===== src/rtl/ysyx_23060061_mem_arbiter_pkg.sv =====
// Shared types for the IFU/LSU memory arbiter.
// FSM state encodings and master ids.
package ysyx_23060061_mem_arbiter_pkg;

  typedef enum logic [1:0] {
    ST_IDLE  = 2'd0,
    ST_ISSUE = 2'd1,
    ST_WAIT  = 2'd2,
    ST_RESP  = 2'd3
  } state_t;

  localparam logic M_IFU = 1'b0;
  localparam logic M_LSU = 1'b1;

  function automatic logic [1:0] onehot2(input logic idx);
    return idx ? 2'b10 : 2'b01;
  endfunction

endpackage


===== src/rtl/ysyx_23060061_mem_arbiter_rr_arb2.sv =====
// Two-way round-robin grant.
// On a tie the master that did not win last time is chosen.
module ysyx_23060061_rr_arb2
  import ysyx_23060061_mem_arbiter_pkg::*;
(
  input  logic [1:0] valid,
  input  logic       last_grant,
  output logic [1:0] grant,
  output logic       idx
);

  // pick the sole requester, or alternate on a tie
  always_comb begin
    idx = M_IFU;
    case (valid)
      2'b01:   idx = M_IFU;
      2'b10:   idx = M_LSU;
      2'b11:   idx = ~last_grant;
      default: idx = M_IFU;
    endcase
    grant = (|valid) ? onehot2(idx) : 2'b00;
  end

endmodule


===== src/rtl/ysyx_23060061_mem_arbiter.sv =====
// Shares one memory port between IFU (0) and LSU (1).
// One outstanding transaction, buffered response, optional timeout.
module ysyx_23060061_mem_arbiter
  import ysyx_23060061_mem_arbiter_pkg::*;
#(
  parameter int AW      = 32,
  parameter int TIMEOUT = 255
) (
  input  logic          clk,
  input  logic          rst,
  input  logic [1:0]    m_req_valid,
  output logic [1:0]    m_req_ready,
  input  logic [1:0]    m_req_wen,
  input  logic [2*AW-1:0] m_req_addr,
  input  logic [63:0]   m_req_wdata,
  input  logic [7:0]    m_req_wmask,
  output logic [1:0]    m_rsp_valid,
  input  logic [1:0]    m_rsp_ready,
  output logic [31:0]   m_rsp_rdata,
  output logic          m_rsp_err,
  output logic          mem_req_valid,
  input  logic          mem_req_ready,
  output logic          mem_req_wen,
  output logic [AW-1:0] mem_req_addr,
  output logic [31:0]   mem_req_wdata,
  output logic [3:0]    mem_req_wmask,
  input  logic          mem_rsp_valid,
  output logic          mem_rsp_ready,
  input  logic [31:0]   mem_rsp_rdata,
  input  logic          mem_rsp_err
);

  localparam int TW = (TIMEOUT > 0) ? $clog2(TIMEOUT + 1) : 1;
  localparam logic [TW-1:0] TMAX =
    TW'((TIMEOUT == 0) ? 0 : TIMEOUT - 1);
  localparam logic [TW-1:0] TFULL = '1;

  state_t          state, state_n;
  logic            g, last_grant;
  logic            wen;
  logic [AW-1:0]   addr;
  logic [31:0]     wdata, rdata;
  logic [3:0]      wmask;
  logic            err, stale;
  logic [TW-1:0]   timer;

  logic [1:0]      arb_grant;
  logic            arb_idx;
  logic            accept, issue_hs, rsp_hs, tmo, done;

  ysyx_23060061_rr_arb2 u_arb (
    .valid      (m_req_valid),
    .last_grant (last_grant),
    .grant      (arb_grant),
    .idx        (arb_idx)
  );

  assign mem_req_wen   = wen;
  assign mem_req_addr  = addr;
  assign mem_req_wdata = wdata;
  assign mem_req_wmask = wen ? wmask : 4'b0000;
  assign m_rsp_rdata   = rdata;
  assign m_rsp_err     = err;

  // state register
  always_ff @(posedge clk or posedge rst) begin
    if (rst) state <= ST_IDLE;
    else     state <= state_n;
  end

  // next state and handshake outputs
  always_comb begin
    state_n       = state;
    m_req_ready   = 2'b00;
    m_rsp_valid   = 2'b00;
    mem_req_valid = 1'b0;
    mem_rsp_ready = stale;
    accept        = 1'b0;
    issue_hs      = 1'b0;
    rsp_hs        = 1'b0;
    tmo           = 1'b0;
    done          = 1'b0;
    unique case (state)
      ST_IDLE: begin
        if ((|m_req_valid) && !rst) begin
          m_req_ready = arb_grant;
          accept      = 1'b1;
          state_n     = ST_ISSUE;
        end
      end
      ST_ISSUE: begin
        if (!stale) begin
          mem_req_valid = 1'b1;
          if (mem_req_ready) begin
            issue_hs = 1'b1;
            state_n  = ST_WAIT;
          end
        end
      end
      ST_WAIT: begin
        mem_rsp_ready = 1'b1;
        if (mem_rsp_valid) begin
          rsp_hs  = 1'b1;
          state_n = ST_RESP;
        end else if (TIMEOUT != 0 && timer == TMAX) begin
          tmo     = 1'b1;
          state_n = ST_RESP;
        end
      end
      ST_RESP: begin
        m_rsp_valid = onehot2(g);
        if (m_rsp_ready[g]) begin
          done    = 1'b1;
          state_n = ST_IDLE;
        end
      end
      default: state_n = ST_IDLE;
    endcase
  end

  // request latch, response buffer, timer and stale tracking
  always_ff @(posedge clk or posedge rst) begin
    if (rst) begin
      g          <= M_IFU;
      last_grant <= M_LSU;
      wen        <= 1'b0;
      addr       <= '0;
      wdata      <= '0;
      wmask      <= '0;
      rdata      <= '0;
      err        <= 1'b0;
      stale      <= 1'b0;
      timer      <= '0;
    end else begin
      if (accept) begin
        g     <= arb_idx;
        wen   <= m_req_wen[arb_idx];
        addr  <= m_req_addr[arb_idx*AW +: AW];
        wdata <= m_req_wdata[arb_idx*32 +: 32];
        wmask <= m_req_wmask[arb_idx*4 +: 4];
      end
      if (issue_hs) begin
        timer <= '0;
      end else if (state == ST_WAIT && !mem_rsp_valid
                   && timer != TFULL) begin
        timer <= timer + 1'b1;
      end
      if (rsp_hs) begin
        rdata <= wen ? 32'h0 : mem_rsp_rdata;
        err   <= mem_rsp_err;
      end
      if (tmo) begin
        rdata <= 32'h0;
        err   <= 1'b1;
        stale <= 1'b1;
      end else if (stale && mem_rsp_valid) begin
        stale <= 1'b0;
      end
      if (done) last_grant <= g;
    end
  end

endmodule


===== config.mk =====
export PLATFORM = sky130hd
export DESIGN_NAME = ysyx_23060061_mem_arbiter
export DESIGN_NICKNAME = d
export VERILOG_FILES = /design/src/rtl/ysyx_23060061_mem_arbiter_pkg.sv /design/src/rtl/ysyx_23060061_mem_arbiter_rr_arb2.sv /design/src/rtl/ysyx_23060061_mem_arbiter.sv
export SDC_FILE = /design/constraint.sdc
export NUM_CORES = 1
export LEC_CHECK = 0
export ABC_AREA = 1
export CAP_MARGIN = 20
export CORE_MARGIN = 2
export CORE_UTILIZATION = 38
export DETAILED_ROUTE_END_ITERATION = 8
export GPL_ROUTABILITY_DRIVEN = 0
export PLACE_DENSITY = 0.9
export SLEW_MARGIN = 0
export SYNTH_ARGS = -nofsm -noshare
export SYNTH_HDL_FRONTEND = slang
export SYNTH_SLANG_ARGS = --single-unit

===== constraint.sdc =====
create_clock -name clk -period 5.3 [get_ports clk]
set_input_delay 0.795 -clock clk [delete_from_list [all_inputs] [get_ports clk]]
set_output_delay 0.795 -clock clk [all_outputs]
set_load 0.05 [all_outputs]

== Word level (Yosys, flattened, before mapping) ==
Cells that the tools add are included.
Operators by class
  $add $sub $neg: 1
  $lt $le $gt $ge: 2
  equal/unequal tests: 12
  shifts and indexed selects: 3
  multiplexer cells: 43
  bitwise gates (word level): 1
  reductions and logical operators: 12
Operator list (count)
  indexed part select 64 x 7 -> 32 bit: 2
  2-to-1 mux 32 bit: 3
  2-to-1 mux 2 bit: 12
  2-to-1 mux 1 bit: 23
  2-to-1 mux 8 bit: 2
  adder 8 x 1 -> 8 bit, second input constant: 1
  equality test 2 bit, second input constant: 4
  equality test 8 bit, second input constant: 1
  != test 2 bit, second input constant: 4
  != test 8 bit, second input constant: 1
  one-hot mux 2 bit (4 select lines): 1
  indexed part select 8 x 4 -> 4 bit: 1
  nonzero test 2 bit: 3
  AND reduction 5 bit: 1
  logical AND 1 bit: 4
  less-than comparator 1 x 2 -> 1 bit, second input constant: 2
  2-to-1 mux 4 bit: 1
  != test 3 bit, second input constant: 1
  equality test 2 x 1 -> 1 bit, second input constant: 1
  logical NOT 1 bit: 2
  logical NOT 2 bit: 1
  one-hot mux 1 bit (2 select lines): 1
  OR reduction 2 bit: 1
  NOT 1 bit: 1
Storage, ports and cells
  register bits after elaboration: 115
  bits of input ports: 179
  output and inout bits: 108
  logic and storage cells: 85

== Depth between registers and ports, before layout ==
  depth after elaboration: 6
  mapped depth: 9
  mapped depth without buffers: 9

== Cells and area by module ==
Synthesis repeated with hierarchy kept, for this count alone.
Unflattened totals
  cell total of the unflattened synthesis: 658
  area total of the unflattened synthesis: 5485.3 sq um
By module, submodules not included
  ysyx_23060061_mem_arbiter: times used 1, cells each 652, area each 5460.2 sq um, sequential area each 2879.0 sq um
  ysyx_23060061_rr_arb2: times used 1, cells each 6, area each 25.0 sq um, sequential area each 0.0 sq um

== Worst setup path before layout ==
OpenSTA, ideal clock, no wires.
  path kind: input-to-output
  from: in rst
  to: out m_req_ready[1]
  arrival time: 4298 ps
  data required time: 4505 ps
  slack: 207 ps
  stages: 4
  path buffers: 1
  cells stage by stage: inv_1 > o211ai_4 > nor2_2 > buf_2
Between the ends
  cells in the longest elaborated chain, start to end: 4
Ends and longest elaborated chain
  start, declared: line ysyx_23060061_mem_arbiter.sv:10  | input logic rst,
  logical NOT 1 bit (no source line)
  logical AND 1 bit: line ysyx_23060061_mem_arbiter.sv:85  | if ((|m_req_valid) && !rst) begin
  2-to-1 mux 2 bit: line ysyx_23060061_mem_arbiter.sv:85
  2-to-1 mux 2 bit: line ysyx_23060061_mem_arbiter.sv:83  | unique case (state)
  end, declared: line ysyx_23060061_mem_arbiter.sv:12  | output logic [1:0] m_req_ready,
Every way passes these cells.

== Final worst setup path ==
  from: in m_req_valid[1]
  to: out m_req_ready[0]
Between the ends
  cells in the longest elaborated chain, start to end: 6
  elaborated cells between the ends (all ways): 9
  those cells by class: eq/ne: 2; mux: 5; reduce/logical: 2
Ends and longest elaborated chain
  start, declared: line ysyx_23060061_mem_arbiter.sv:11  | input logic [1:0] m_req_valid,
  equality test 2 bit: line ysyx_23060061_mem_arbiter_rr_arb2.sv:15  | case (valid)
  one-hot mux 1 bit (2 select lines): line ysyx_23060061_mem_arbiter_rr_arb2.sv:15
  2-to-1 mux 2 bit: line ysyx_23060061_mem_arbiter_pkg.sv:16  | return idx ? 2'b10 : 2'b01;
  2-to-1 mux 2 bit: line ysyx_23060061_mem_arbiter_rr_arb2.sv:21  | grant = (|valid) ? onehot2(idx) : 2'b00;
  2-to-1 mux 2 bit (*): line ysyx_23060061_mem_arbiter.sv:85
  2-to-1 mux 2 bit (*): line ysyx_23060061_mem_arbiter.sv:83
Every way passes the cells marked *; elsewhere a longest branch is shown, timed or not.

==> metrics.md <==
| Metric | Value |
|---|---|
| Layout area overhead | `68.0%` |
| Global Route Usage Sum | `23.4%` |
| Most common cell after layout, fill and taps aside | `clkdlybuf4s50_1` |
| Placed cell count | `1083` |
| DP HPWL | `12200 um` |
| Category of cells accounting for the largest share of critical-path delay | `buffers and inverters` |
| Final hold viol count | `0` |
| Max-slew violations | `0` |
| Type of origin of the critical path | `primary input` |
| Commonest non-fill, non-tap cells in the layout | `285 x clkdlybuf4s50_1, 282 x nand2_1, 114 x dfrtp_1, 109 x nand3_1, 38 x nand4_1` |
| Standard-cell row count | `43` |
| Slowest stage delay, CP | `640 ps` |
| Antenna diode instance count | `0` |
| Std-Cell Core Area | `13800 um^2` |
| Number of vias per cell | `4.97` |
| Wire length of the first global-routing pass | `27000 um` |
| Maximum number of pins on one net before global-route repair | `72` |
| Critical-path cell list | `clkdlybuf4s50_1, o211ai_4, buf_4, nor2_4, buf_12` |
| Standard cell with the maximum stage delay on the critical path | `buf_4` |
| Maximum fanout along the worst path | `71` |
| Later-pin clock latency in the skew report | `410 ps` |
| Required time of the critical path | `4510 ps` |
| Fin crit period | `3280 ps` |
| Antenna violations before repair | `0` |
| Setup repair after global routing missed its margin | `no` |
| Drt total wl | `17600 um` |
| Number of sinks on the clock net | `115` |
| Data arrival, critical path | `2490 ps` |
| 1st-pass router iterations | `5` |
| Global route overflow | `0` |
| Die ar. | `14900 um^2` |
| Post-route DRC violation count | `0` |
| Maximum capacitance violations | `0` |
| Fraction of final layout cells with drive strength greater than 1 | `5.24%` |
| Leak | `0.00412 uW` |
| Buffers on Ports | `286` |
| Number of buffers added by the clock tree synthesis step | `17` |
| Post-route fraction of the period consumed by the critical path | `61.9%` |
| Worst Tran Pin Value | `991 ps` |
| TritonCTS clock tree | `done` |
| Top-level port count | `287` |
| Number of gates resized after CTS | `0` |
| Highest clock rate | `0.305 GHz` |
| Number of warning messages in the yosys log | `0` |
| Nets@finish | `1108` |
| Starting density of the core | `38.5%` |
| Non-filler instance count after layout | `1115` |
| Synth Cell Area | `5300 um^2` |
| Final TNS setup | `0 ps` |
| Final worst hold slack | `494 ps` |
| Worst Clk Skew | `7.60 ps` |
| Flip-flop and latch count after synthesis | `115` |
| Max clock buf depth | `2` |
| Library cell occupying the most area in the post-synthesis netlist | `dfrtp_1` |
| Type of the tightest min-delay check | `flop to flop` |
| Quantity of hold-fixing buffers added after cts | `0` |
| Avg WL per Cell | `15.8 um` |
| Highest ir drop seen on vdd | `0.000347 V` |
| Number of buffers inserted to repair setup after CTS | `0` |
| Combined area of the multi-input logic cells | `2120 um^2` |
| CP Buf/Inv Count | `3` |
| Clock-pin slew on the worst setup and hold paths | `50 ps` |
| Area used by sequential logic in the layout | `2880 um^2` |
| Overall Power | `5640 uW` |
| Die width | `122 um` |
| CP Capture Type | `output pin` |
| Number of distinct library cells after synthesis | `22` |
| Critical path class | `primary input to output pin` |
| Leading post-synthesis cells by cell area | `dfrtp_1 54%, nand2_1 20%, nand3_1 10%, nand4_1 4.5%, inv_1 1.9%` |
| H-tree depth | `4` |
| Worst max-slew margin expressed relative to the limit | `33.9%` |
| Syn Area/Cell | `8.19 um^2` |
| Final Setup Violations | `0` |
| Initial DRC Count | `334` |
| Synth Instances | `647` |
| Vias in the first global route | `5528` |
| Status | `finished clean` |
| Clock tree root driver cell | `clkbuf_16` |
| Die Span Y | `122 um` |
| Portion of synthesized cell area occupied by the leading cell type | `53.8%` |
| Portion of the post-synthesis area used by sequential elements | `54.3%` |
| Number of filler cells placed in the layout | `1113` |
| Power density over the cells | `633 nW/um^2` |
| Via count | `5546` |
| Number of antenna-violating nets in the routed design | `0` |
| Syn nets | `833` |
[final timing paths]
kind	from	endpoint	slack (ps)	cells past startpoint
max	m_req_valid[1]	m_req_ready[0]	2020	5
min reg2reg	mem_req_wdata[24]	mem_req_wdata[24]	490	2
min in group asynchronous	rst	mem_req_wdata[20]	1040	3
min	mem_req_wdata[24]	mem_req_wdata[24]	490	2
max reg2reg	state[1]	mem_req_addr[18]	2690	8
max in group asynchronous	rst	m_rsp_rdata[5]	2990	4
[routing by layer]
layer | GRT usage [%] | up-vias | part of all wire [%]
li1 | - | 2650 | -
met1 | 25.7 | 2596 | 38
met2 | 40.4 | 256 | 50
met3 | 7.44 | 44 | 8.2
met4 | 12.6 | 0 | 3.9
met5 | 0 | - | 0
[sequential cells by signal (all words and copies together) (netlist names)]
| name | flops |
|---|---|
| timer | 8 |
| state | 2 |
| last_grant | 1 |
| m_rsp_rdata | 32 |
| g | 1 |
| mem_req_wdata | 32 |
| m_rsp_err | 1 |
| mem_req_wen | 1 |
| stale | 1 |
| mem_req_addr | 32 |
| wmask | 4 |
[logic make-up (layout without fill, tap and decap cells)]
logic type,Yosys count,in the layout,synth area share [%]
AO/OA/AOI/OAI,10,10,1.27
adder cells (fa/ha/maj),7,7,1.65
flip-flops,115,115,54.3
buffers and inverters,64,352,5.88
XOR/XNOR,1,1,0.165
AND/OR/NAND/NOR,450,450,36.7
[area by class of cell]
| cell class | count | share of cell area [%] |
|---|---|---|
| timing repair buffer | 293 | 33.0 |
| sequential | 115 | 32.3 |
| multi-input combinational | 468 | 23.8 |
| clock buffer | 23 | 5.48 |
| tap | 180 | 2.53 |
| clock inverter | 9 | 1.69 |
| inverter | 27 | 1.17 |
[Yosys cell counts, drive strengths merged]
cell type / count
dfstp: 1
ha: 7
clkbuf: 15
dfrtp: 114
nor2: 17
or2: 3
xor2: 1
nand4: 38
o21ai: 5
a21oi: 3
buf: 22
o211ai: 1
a31oi: 1
inv: 27
nand2: 282
nand3: 110
[metrics by stage]
step | util (%) | setup slack [ps] | instance area [um^2]
final | 64.6 | 2020 | 8900
after global routing | 64.6 | 1930 | 8900
after CTS | 64.6 | 2010 | 8900
after detailed placement | 60.0 | 2010 | 8260
after global placement | 59.9 | 2080 | 8240
after floorplan | - | 207 | 5300
[power breakdown]
| part | switching [uW] | internal [uW] | total [uW] |
|---|---|---|---|
| Sequential | 222 | 1250 | 1470 |
| Clock | 401 | 834 | 1240 |
| Combinational | 1960 | 976 | 2930 |
[tightest hold or removal path, delay by kind of cell, from the launching register on]
family	cells	cell delay [ps]
flops	1	340
simple gates	2	130
Note: power is estimated with default switching activity, not from simulation.
